<file path="config.mk">
export PLATFORM = sky130hd
export DESIGN_NAME = xnor_popcount_acc
export DESIGN_NICKNAME = d
export VERILOG_FILES = /design/src/rtl/xnor_pkg.sv /design/src/rtl/bit_popcount.sv /design/src/rtl/xnor_popcount_acc.sv
export SDC_FILE = /design/constraint.sdc
export NUM_CORES = 1
export LEC_CHECK = 0
export ABC_AREA = 0
export BUFFER_PORTS_ARGS = -buffer_cell sky130_fd_sc_hd__buf_4
export CAP_MARGIN = 20
export CORE_MARGIN = 2
export CORE_UTILIZATION = 45
export CTS_BUF_LIST = sky130_fd_sc_hd__clkbuf_8
export DETAILED_ROUTE_END_ITERATION = 8
export GPL_ROUTABILITY_DRIVEN = 0
export GPL_TIMING_DRIVEN = 0
export PLACE_DENSITY = 0.67
export SLEW_MARGIN = 5
export SYNTH_ARGS = -nofsm -noshare
export SYNTH_HDL_FRONTEND = slang
export SYNTH_SLANG_ARGS = --single-unit
</file>
<file path="constraint.sdc">
create_clock -name clock -period 5 [get_ports clock]
set_input_delay 0.75 -clock clock [delete_from_list [all_inputs] [get_ports clock]]
set_output_delay 0.75 -clock clock [all_outputs]
set_load 0.01 [all_outputs]
</file>
<file path="src/rtl/xnor_pkg.sv">
// Shared definitions for the binarized dot-product datapath: width limits,
// constant sizing helpers and the accumulator stage state encoding.
package xnor_pkg;

    localparam int MAX_WIDTH = 48;

    // Ceiling log2, usable in constant expressions (clog2(1) = 0).
    function automatic int clog2(input int value);
        int result;
        result = 0;
        for (int i = 0; i < 31; i++) begin
            if ((1 << i) < value) begin
                result = i + 1;
            end
        end
        return result;
    endfunction

    // Bits needed to hold any count from 0 up to maxValue inclusive.
    function automatic int count_bits(input int maxValue);
        return clog2(maxValue + 1);
    endfunction

    // IDLE: no partial group, ACCUM: partial group in progress,
    // HOLD: final beat waiting for the output register to free up.
    typedef enum logic [1:0] {
        IDLE  = 2'd0,
        ACCUM = 2'd1,
        HOLD  = 2'd2
    } acc_state_t;

endpackage

</file>
<file path="src/rtl/bit_popcount.sv">
// Combinational population count of one XNOR beat, built as a balanced
// binary adder tree over the input bits padded to a power of two.
module bit_popcount
    import xnor_pkg::*;
#(
    parameter int width = 48,
    localparam int CountWidth = count_bits(width)
) (
    input  logic [width-1:0]      data_i,
    output logic [CountWidth-1:0] count_o
);

    localparam int Levels = clog2(width);
    localparam int Leaves = 1 << Levels;

    // Level 0 holds single bits; each higher level sums adjacent pairs.
    always_comb begin
        logic [CountWidth-1:0] tree [0:Levels][0:Leaves-1];
        for (int l = 0; l <= Levels; l++) begin
            for (int j = 0; j < Leaves; j++) begin
                tree[l][j] = '0;
            end
        end
        for (int j = 0; j < width; j++) begin
            tree[0][j] = CountWidth'(data_i[j]);
        end
        for (int l = 1; l <= Levels; l++) begin
            for (int j = 0; j < (Leaves >> l); j++) begin
                tree[l][j] = tree[l-1][2*j] + tree[l-1][2*j+1];
            end
        end
        count_o = tree[Levels][0];
    end

endmodule

</file>
<file path="src/rtl/xnor_popcount_acc.sv">
// Popcount accumulator for binarized dot products: counts the ones in each
// XNOR beat, sums them over a fixed group of beats and presents the match
// count and the signed +/-1 dot product on a valid/ready output.
module xnor_popcount_acc
    import xnor_pkg::*;
#(
    parameter int width     = 48,
    parameter int beats     = 4,
    parameter int acc_width = 16
) (
    input  logic                 clock,
    input  logic                 reset,
    input  logic                 clear,
    input  logic                 in_valid,
    output logic                 in_ready,
    input  logic [width-1:0]     in_data,
    output logic                 out_valid,
    input  logic                 out_ready,
    output logic [acc_width-1:0] out_count,
    output logic [acc_width:0]   out_dot
);

    localparam int PcWidth  = count_bits(width);
    localparam int CntWidth = (beats > 1) ? clog2(beats) : 1;
    localparam logic [CntWidth-1:0] LastBeat  = CntWidth'(beats - 1);
    localparam logic [acc_width:0]  TotalWide = (acc_width + 1)'(width * beats);

    if (width < 1 || width > MAX_WIDTH) begin : g_bad_width
        $error("xnor_popcount_acc: width %0d outside 1..%0d", width, MAX_WIDTH);
    end
    if (beats < 1) begin : g_bad_beats
        $error("xnor_popcount_acc: beats %0d must be at least 1", beats);
    end
    if (acc_width < count_bits(width * beats)) begin : g_bad_acc_width
        $error("xnor_popcount_acc: acc_width %0d too small for %0d x %0d bits",
               acc_width, width, beats);
    end

    logic [PcWidth-1:0]   pcCount_d;
    logic [PcWidth-1:0]   pcCount_q;
    logic                 pcValid_q;
    logic [acc_width-1:0] accSum_d;
    logic [acc_width-1:0] accSum_q;
    logic [CntWidth-1:0]  beatCnt_d;
    logic [CntWidth-1:0]  beatCnt_q;
    acc_state_t           state_d;
    acc_state_t           state_q;
    logic                 outValid_q;
    logic [acc_width-1:0] outCount_q;
    logic [acc_width:0]   dot_d;
    logic [acc_width:0]   outDot_q;

    logic                 finalBeat;
    logic                 stall;
    logic                 advance;
    logic                 loadResult;
    logic                 takeBeat;
    logic [acc_width-1:0] groupSum;

    bit_popcount #(.width(width)) u_popcount (
        .data_i  (in_data),
        .count_o (pcCount_d)
    );

    assign in_ready = !reset && !clear && (!pcValid_q || advance);
    assign takeBeat = in_valid && in_ready;

    // Stage 2 next state: a final beat may only retire once the output
    // register is free or being emptied this cycle; clear always wins.
    always_comb begin
        finalBeat  = pcValid_q && (beatCnt_q == LastBeat);
        stall      = finalBeat && outValid_q && !out_ready;
        advance    = !stall;
        groupSum   = ((state_q == IDLE) ? '0 : accSum_q) + acc_width'(pcCount_q);
        loadResult = finalBeat && advance && !clear;
        dot_d      = {groupSum, 1'b0} - TotalWide;
        state_d    = state_q;
        accSum_d   = accSum_q;
        beatCnt_d  = beatCnt_q;
        if (clear) begin
            state_d   = IDLE;
            accSum_d  = '0;
            beatCnt_d = '0;
        end else if (pcValid_q && advance) begin
            if (finalBeat) begin
                state_d   = IDLE;
                accSum_d  = '0;
                beatCnt_d = '0;
            end else begin
                state_d   = ACCUM;
                accSum_d  = groupSum;
                beatCnt_d = beatCnt_q + CntWidth'(1);
            end
        end else if (stall) begin
            state_d = HOLD;
        end
    end

    // Stage 1: register the popcount of each accepted beat.
    always_ff @(posedge clock or posedge reset) begin
        if (reset) begin
            pcValid_q <= 1'b0;
            pcCount_q <= '0;
        end else begin
            if (clear) begin
                pcValid_q <= 1'b0;
            end else if (!pcValid_q || advance) begin
                pcValid_q <= in_valid;
            end
            if (takeBeat) begin
                pcCount_q <= pcCount_d;
            end
        end
    end

    // Stage 2 FSM with the registered output handshake.
    always_ff @(posedge clock or posedge reset) begin
        if (reset) begin
            state_q    <= IDLE;
            accSum_q   <= '0;
            beatCnt_q  <= '0;
            outValid_q <= 1'b0;
            outCount_q <= '0;
            outDot_q   <= '0;
        end else begin
            state_q   <= state_d;
            accSum_q  <= accSum_d;
            beatCnt_q <= beatCnt_d;
            if (loadResult) begin
                outValid_q <= 1'b1;
                outCount_q <= groupSum;
                outDot_q   <= dot_d;
            end else if (out_ready) begin
                outValid_q <= 1'b0;
            end
        end
    end

    assign out_valid = outValid_q;
    assign out_count = outCount_q;
    assign out_dot   = outDot_q;

endmodule

</file>
==> impl_summary.log <==
[metrics] wire length per cell: 13.1 um
[metrics] most area-consuming cells after synthesis: sky130_fd_sc_hd__dfrtp_1, sky130_fd_sc_hd__fa_1, sky130_fd_sc_hd__ha_1
[metrics] most frequent cells in the layout: sky130_fd_sc_hd__buf_4, sky130_fd_sc_hd__inv_1, sky130_fd_sc_hd__nand2_1, sky130_fd_sc_hd__dfrtp_1, sky130_fd_sc_hd__fa_1
[metrics] cell with the most instances on the worst path: sky130_fd_sc_hd__fa_2
[metrics] IO Port Bufs: 85
[metrics] CTS Hold Bufs: 0
[metrics] post-route antenna net violation count: 0
[metrics] register area share after synthesis: 0.303
[metrics] number of global-route vias before repair: 3671
[metrics] drt total wl: 9170 um
[metrics] count of placed standard cells in the final layout, fillers left out: 699
[metrics] area added between synthesis and finish: 23.5%
[metrics] final clock period utilization by the worst path: 0.995
[metrics] Critical path buffers and inverters: 3
[metrics] proportion of register bits with asynchronous set or reset after synthesis: 1.00
[metrics] worst-case clock buffer depth: 2
[metrics] Cell variety after synth: 48
[metrics] power per unit of standard cell area: 512 mW/mm^2
[metrics] First-pass DRT Iterations: 4
[metrics] kind of critical path: in -> reg
[metrics] Startpoint Class: input pin
[metrics] TritonCTS clock tree: yes
[metrics] setup repair after global routing missed its margin: true
[metrics] DR iter-0 viols: 139
[metrics] cell count after placement: 689
[metrics] power after layout: 2880 uW
[metrics] Worst Clk Skew: 0.0106 ns
[metrics] Std-Cell Core Area: 0.00977 mm^2
[metrics] FF-to-FF Start: state_q[0]$_DFFE_PP0P_
[metrics] grt ovf: 0
[metrics] commonest non-fill, non-tap cell in the layout: sky130_fd_sc_hd__buf_4
[metrics] Chip Height: 105 um
[metrics] Syn Nets: 609
[metrics] flops & latches, synth: 55
[metrics] outcome: finished clean
[metrics] chain of cells forming the critical path: buf_4 -> ha_4 -> fa_2 -> inv_2 -> fa_2 -> fa_2 -> fa_2 -> inv_1 -> fa_1 -> fa_1 -> ha_2 -> fa_2 -> a21o_1 -> a21oi_2 -> xnor2_1 -> o21ai_1
[metrics] largest driver fanout on the critical path: 2
[metrics] clock tree root buffer cell: sky130_fd_sc_hd__clkbuf_8
[metrics] number of ports placed on the die boundary: 88
[metrics] minimum clock period after layout: 4.97 ns
[metrics] post-detailed-placement half-perimeter wirelength: 7760 um
[metrics] Synth Cell Area: 0.00455 mm^2
[metrics] top-area cell type share of the netlist area: 0.303
[metrics] kind of cell adding the most delay to the critical path: adder cells
[metrics] DR vias: 3407
[metrics] fraction of final layout cells sized beyond drive strength 1: 0.256
[metrics] DIE WIDTH: 105 um
[metrics] count of flip-flops with a built-in enable after synthesis: 0
[metrics] mean instance size in the synthesized netlist: 9.67 um^2
[metrics] Final Setup Violations: 0
[metrics] most common flop cell mapped by yosys: sky130_fd_sc_hd__dfrtp_1
[metrics] pre-CTS setup slack: -0.419 ns
[metrics] stage delay of the slowest cell on the critical path: 0.58 ns
[metrics] area enclosed by the die boundary: 0.0109 mm^2
[metrics] Least-Margin Pin Slew: 1.07 ns
[metrics] post-detailed-route via-to-cell ratio: 4.87
[metrics] Sink Count: 55
[metrics] antenna diode instance count: 0
[metrics] worst rel slew slack: 0.278
[metrics] total number of nets in the final design: 704
[metrics] worst vdd rail ir drop: 0.482 mV
[metrics] cell type of the slowest stage on the worst timing path: sky130_fd_sc_hd__fa_2
[metrics] endpoint kind of the worst setup timing path: flop
[metrics] leakage power total: 0.00288 uW
[metrics] Site Rows: 36
[metrics] path class of the lowest-slack min-delay path: in -> async
[metrics] peak clock frequency supported by timing: 201 MHz
[metrics] clock-pin slew on the worst setup and hold paths: 0.09 ns
[metrics] worst endpoint required time: 5.19 ns
[metrics] synthesis warning total: 0
[metrics] cells after synthesis: 470
[metrics] depth of the worst register-to-register path: 15
[metrics] pin count of the biggest net entering global routing: 38
[metrics] arrival time at the worst endpoint: 5.16 ns
[metrics] overall track demand over capacity in global routing: 0.183
[metrics] register-to-register path setup slack: 1.05 ns
[metrics] capture instance of the worst register-to-register path: out_dot[16]$_DFFE_PP0P_
[metrics] initial cell density of the core: 0.465
[metrics] number of max-slew violations in the final report: 0
[metrics] Hold Violations, Final: 0
[metrics] maxcap violations: 0
[metrics] global-route wire length before repair: 16400 um
[metrics] number of design rule violations left after detail routing: 0
[metrics] source-to-sink clock delay at the later pin of the worst-skew pair: 0.31 ns
[metrics] Max H-tree Level: 2
[metrics] setup slack after layout: 0.0263 ns
[metrics] clock buffer count from CTS: 5
[metrics] number of antenna violations at the first check in global routing: 0
[metrics] cell type with the highest aggregate area in the netlist: sky130_fd_sc_hd__dfrtp_1
-- layout make-up --
class / count / area (um^2)
Buffer: 18 / 106
Clock buffer: 6 / 82.6
Clock inverter: 2 / 12.5
Fill cell: 882 / 4160
Inverter: 86 / 323
Multi-Input combinational cell: 311 / 2880
Sequential cell: 55 / 1380
Tap cell: 133 / 166
Timing Repair Buffer: 88 / 673
-- through the flow --
stage               utilization  setup TNS (ns)  hold WS (ns)  area, um^2
floorplan                     -         -0.0840         0.442        4660
global placement          0.560          -0.726         0.457        5470
detailed placement        0.562          -0.942         0.463        5490
CTS                       0.573               0         0.447        5600
global route              0.575          -0.128         0.458        5620
finish                    0.575               0         0.437        5620
-- metal layers --
metal | up-vias | share of wire | global-route usage
met5 | - | 0 | 0
met4 | 0 | 0.017 | 0.0541
met3 | 13 | 0.047 | 0.0251
met2 | 87 | 0.52 | 0.341
met1 | 1626 | 0.41 | 0.218
li1 | 1681 | - | -
-- cells in the mapped netlist (all sizes together) (7+ instances only) --
cell type	count
fa	44
xor2	10
nor2	14
a21oi	15
ha	42
nand2	73
and2	7
a22o	14
clkbuf	8
o21ai	21
nand3	7
dfrtp	55
inv	86
buf	10
xnor2	11
-- power breakdown --
part	switching, uW	internal, uW
Clock	142	112
Sequential	24.1	487
Combinational	1040	1070
-- sequential cells by signal, summed over array words and instances (netlist names) --
name       flops
beatCnt_q      2
state_q        2
accSum_q      16
pcCount_q      6
out_count     16
out_dot       11
pcValid_q      1
out_valid      1
-- cells by family after synthesis --
kind of cell	after synthesis	synth area share
other	1	0.000825
AO/OA/AOI/OAI	64	0.0958
XOR/XNOR	21	0.0405
flip-flops	55	0.303
AND/OR/NAND/NOR	131	0.138
multiplexers	8	0.0187
buffers and inverters	104	0.0944
adder cells (fa/ha/maj)	86	0.309
-- repair_timing --
action	in CTS	in global routing
gates cloned	0	0
pin swaps	5	3
resized for setup	0	2
buffers inserted	2	0
endpoints found under the setup margin	1	3
-- worst max-delay path by stage --
stage	startpoint	to	cells past startpoint
global placement	in_data[14]	pcCount_q[5]$_DFFE_PP0P_	16
detailed placement	in_data[14]	pcCount_q[5]$_DFFE_PP0P_	16
floorplan	in_data[4]	pcCount_q[5]$_DFFE_PP0P_	15
CTS	in_data[12]	pcCount_q[5]$_DFFE_PP0P_	16
finish	in_data[12]	pcCount_q[5]$_DFFE_PP0P_	16
global route	in_data[24]	pcCount_q[5]$_DFFE_PP0P_	16
Note: power is estimated with default switching activity, not from simulation.
